$ cat src/rtl/pipe_stage_buffer.sv
// pipe_stage_buffer: ready/valid inter-stage register with optional skid entry,
// synchronous flush and a saturating stall-cycle counter.
module pipe_stage_buffer #(
    parameter int unsigned DATA_W  = 96,
    parameter bit          SKID_EN = 1'b1,
    parameter int unsigned CNT_W   = 16
) (
    input  logic              clk,
    input  logic              rst,
    input  logic              in_valid,
    output logic              in_ready,
    input  logic [DATA_W-1:0] data_i,
    output logic              out_valid,
    input  logic              out_ready,
    output logic [DATA_W-1:0] data_o,
    input  logic              hold,
    input  logic              flush,
    output logic [1:0]        occupancy,
    output logic [CNT_W-1:0]  stall_cnt
);
    logic              main_valid_q, main_valid_d, skid_valid_q, skid_valid_d;
    logic              in_ready_q, in_ready_d;
    logic [DATA_W-1:0] main_data_q, main_data_d, skid_data_q, skid_data_d;
    logic [1:0]        occ_q, occ_d;
    logic [CNT_W-1:0]  stall_q, stall_d;
    logic              in_fire, out_fire;

    assign out_fire  = main_valid_q & out_ready & ~hold;
    assign in_ready  = SKID_EN ? in_ready_q : (~main_valid_q | out_fire);
    assign in_fire   = in_valid & in_ready;
    assign out_valid = main_valid_q;
    assign data_o    = main_data_q;
    assign occupancy = occ_q;
    assign stall_cnt = stall_q;

    // Pop first so a same-cycle push lands in whichever entry the pop just freed.
    always_comb begin
        main_valid_d = main_valid_q;
        main_data_d  = main_data_q;
        skid_valid_d = skid_valid_q;
        skid_data_d  = skid_data_q;
        if (out_fire) begin
            main_valid_d = skid_valid_q;
            main_data_d  = skid_data_q;
            skid_valid_d = 1'b0;
        end
        if (in_fire) begin
            if (!main_valid_d) begin
                main_valid_d = 1'b1;
                main_data_d  = data_i;
            end else if (SKID_EN) begin
                skid_valid_d = 1'b1;
                skid_data_d  = data_i;
            end
        end
        if (flush) begin
            main_valid_d = 1'b0;
            skid_valid_d = 1'b0;
        end
        in_ready_d = ~skid_valid_d;
        occ_d      = {1'b0, main_valid_d} + {1'b0, skid_valid_d};
        stall_d    = (main_valid_q & ~out_fire & ~flush & ~(&stall_q)) ? stall_q + 1'b1 : stall_q;
    end

    always_ff @(posedge clk or negedge rst) begin
        if (!rst) begin
            main_valid_q <= 1'b0;
            skid_valid_q <= 1'b0;
            main_data_q  <= '0;
            skid_data_q  <= '0;
            in_ready_q   <= 1'b1;
            occ_q        <= 2'd0;
            stall_q      <= '0;
        end else begin
            main_valid_q <= main_valid_d;
            skid_valid_q <= skid_valid_d;
            main_data_q  <= main_data_d;
            skid_data_q  <= skid_data_d;
            in_ready_q   <= in_ready_d;
            occ_q        <= occ_d;
            stall_q      <= stall_d;
        end
    end

    assert property (@(posedge clk) disable iff (!rst) skid_valid_q |-> main_valid_q);
endmodule

$ cat config.mk
export PLATFORM = sky130hd
export DESIGN_NAME = pipe_stage_buffer
export DESIGN_NICKNAME = d
export VERILOG_FILES = /design/src/rtl/pipe_stage_buffer.sv
export SDC_FILE = /design/constraint.sdc
export NUM_CORES = 1
export LEC_CHECK = 0
export BUFFER_PORTS_ARGS = -buffer_cell sky130_fd_sc_hd__buf_4
export CAP_MARGIN = 20
export CORE_MARGIN = 2
export CORE_UTILIZATION = 30
export CTS_BUF_LIST = sky130_fd_sc_hd__clkbuf_4 sky130_fd_sc_hd__clkbuf_8 sky130_fd_sc_hd__clkbuf_16
export CTS_CLUSTER_SIZE = 16
export DETAILED_ROUTE_END_ITERATION = 16
export GPL_TIMING_DRIVEN = 0
export SKIP_LAST_GASP = 1
export SLEW_MARGIN = 5
export SYNTH_ARGS = -nofsm -noshare
export SYNTH_HDL_FRONTEND = slang
export SYNTH_SLANG_ARGS = --single-unit
$ cat constraint.sdc
create_clock -name clk -period 3.4 [get_ports clk]
set_input_delay 0.51 -clock clk [delete_from_list [all_inputs] [get_ports clk]]
set_output_delay 0.51 -clock clk [all_outputs]
set_load 0.02 [all_outputs]
==> results.toml <==
[run_status]
status = "finished clean"

[timing]
setup_viol_count_final = 0
relSlewSlack = 0.623
finalClockSkew_ns = 0.0118
setup_tns_ns = 0
rsz0062_at_grt = "false"
maxSlewViolCount = 0
fin_ws_ns = 1.44
finalCritPeriodShare = 0.577
hold_violations = 0
worst_pin_slew_ns = 0.566
min_period_ns = 1.96
fmax_mhz = 510

[route]
avgRoutedWirePerCell_um = 16.8
postRouteAntennaNets = 0
drc = 0
wirelength_um = 23000
num_vias = 6375
viasPerCell = 4.66
first_iter_violations = 382
firstDrtPassIters = 6

[logic_synthesis]
synth_area_leaders = "dfrtp_1 59%, mux2_2 12%, mux2i_1 11%"
synth.avg_cell_area_um2 = 12.6
synthArstFlopShare = 1.00
yosysWarnings = 0
seq_area_frac_synth = 0.592
synth_area_um2 = 9010
yosysUniqueCellTypes = 36
yosysMostFrequentCell = "dfrtp_1"
postSynthCellCount = 713
yosysTopAreaCellShare = 0.589
ys.flop_type = "dfrtp_1"
synth_top_cell_by_area = "dfrtp_1"
synth_edf_count = 0
ys_ff_latch = 213
synthTopCellsByCount = "212 x dfrtp_1, 107 x nand2_1, 99 x mux2_2"
syn_nets = 816

[floorplanning]
die_x_um = 177
io_pins = 218
core-area_um2 = 29600
dieArea_um2 = 31400
chipHeight_um = 177
initial_utilization = 0.304
rows = 63

[power]
finalPower_mw = 7.74
power.density_nw_per_um2 = 644
leakage_nw = 6.12
ir_drop_mv = 0.299

[hold_path]
hold_path_end = "occupancy[1]"
holdCritPathClass = "input pin to register"
whs_path_depth = 2
hp-start = "flush"

[place]
place.gp.congestion = 0.755
io_buffers = 217
hpwl_um = 15800
place_ws_ns = 1.14

[cts]
clock_latency_ns = 0.52
numCtsBuffers = 25
cts_max_path_buffers = 3
cts.sinks = 213
root_buffer = "clkbuf_16"
cts-hold-fix-buffers = 1
htreeDepth = 1
post-cts-setup-buffer-count = 0
tritoncts = "built"
cts_resized = 0
cts.clk_slew.worst_paths_ns = 0.06

[final_layout]
final_nets = 1063
drive_above_1_share = 0.418
n_antenna_cell = 0
area_delta_synth_final_pct = 33.4

[grt]
antenna_found_initial = 0
grt_max_degree = 104
grt_overflow = 0
grt.total_usage = 0.143
grt_pass1_wl_um = 35800
grt_pass1_vias = 6396

[setup_path]
critPathKind = "register to register"
reg2reg_depth = 5
reg2reg_from = "skid_valid_q"
crit_path_max_fanout = 10
start_kind = "register"
worstSetupEndpointType = "register"
cp_data_required_time_ns = 3.80
r2r_setup_slack_ns = 1.44
crit_arrival_ns = 2.36
rr_endpoint = "skid_data_q[90]"

[run]
maxCapViolCount = 0
==> worst max-delay path by stage <==
stage / cells past startpoint / slack (ns) / to / from
after global routing: 5 / 1.36 / skid_data_q[93] / skid_valid_q
after floorplan: 5 / 1.58 / skid_data_q[66] / hold
after CTS: 5 / 1.39 / skid_data_q[90] / skid_valid_q
after detailed placement: 6 / 1.14 / skid_data_q[90] / hold
after global placement: 1 / 0.11 / skid_data_q[81] / rst
final: 5 / 1.44 / skid_data_q[90] / skid_valid_q
==> layer usage <==
metal  vias to the layer above  track usage  wire [um]
li1                       2986            -          -
met1                      3190        0.193       9950
met2                       165        0.231      10900
met3                        34       0.0356       1720
met4                         0       0.0352        426
met5                         -            0          0
==> worst max-delay path: stages, from the launching register on <==
cell     delay (ns)
dfrtp_1        0.39
or3b_4         0.40
nand4_2        0.23
buf_4          0.27
buf_6          0.19
mux2_2         0.35
==> cell usage in the layout (no fill, tap or decap), types with 6 or more instances in the layout <==
cell type,netlist,layout
buf_2,19,19
buf_4,3,219
buf_6,11,11
clkbuf_16,0,25
clkbuf_2,7,7
clkbuf_8,0,6
dfrtp_1,212,212
mux2_2,99,99
mux2i_1,96,96
nand2_1,107,107
nor4_1,6,6
o21ai_0,76,76
o21ai_1,20,20
xor2_1,13,13
==> kinds of logic after synthesis <==
kind of cell / after synthesis / share of synthesized area
muxes: 195 / 0.230
AOI/OAI and AO/OA: 101 / 0.0571
buffers and inverters: 46 / 0.0344
and+or+nand+nor: 142 / 0.0703
DFF: 213 / 0.592
xor gates and xnor gates: 14 / 0.0136
adders and majority gates: 2 / 0.00250
==> registers in the layout (all words and copies together), names as in the netlist <==
signal,cells
stall_cnt,16
out_valid,1
data_o,96
skid_data_q,96
skid_valid_q,1
in_ready,1
occupancy,2
==> power breakdown <==
group / switching [mW] / internal [mW] / leakage [nW] / total (mW)
combinational: 0.844 / 0.851 / 3.11 / 1.70
clock: 1.04 / 1.59 / 0.413 / 2.63
sequential: 0.317 / 3.10 / 2.60 / 3.41
total: 2.20 / 5.54 / 6.12 / 7.74
==> cell type report <==
type	count	area (um2)
Multi-Input combinational cell	454	3370
Inverter	2	7.51
Clock buffer	36	746
Timing Repair Buffer	220	1700
Tap cell	390	488
Clock inverter	8	71.3
Fill cell	2872	17600
Sequential cell	213	5330
Buffer	44	303
==> metrics by stage <==
stage / area (um2) / hold slack, ns / instances / utilization
2_1_floorplan: 9010 / 0.214 / 713 / -
3_3_place_gp: 11100 / 0.485 / 1320 / 0.375
3_5_place_dp: 11200 / 0.347 / 1322 / 0.378
4_1_cts: 12000 / 0.150 / 1367 / 0.405
5_1_grt: 12000 / 0.170 / 1367 / 0.405
6_report: 12000 / 0.178 / 1367 / 0.405
(Power assumes the default switching activity.)
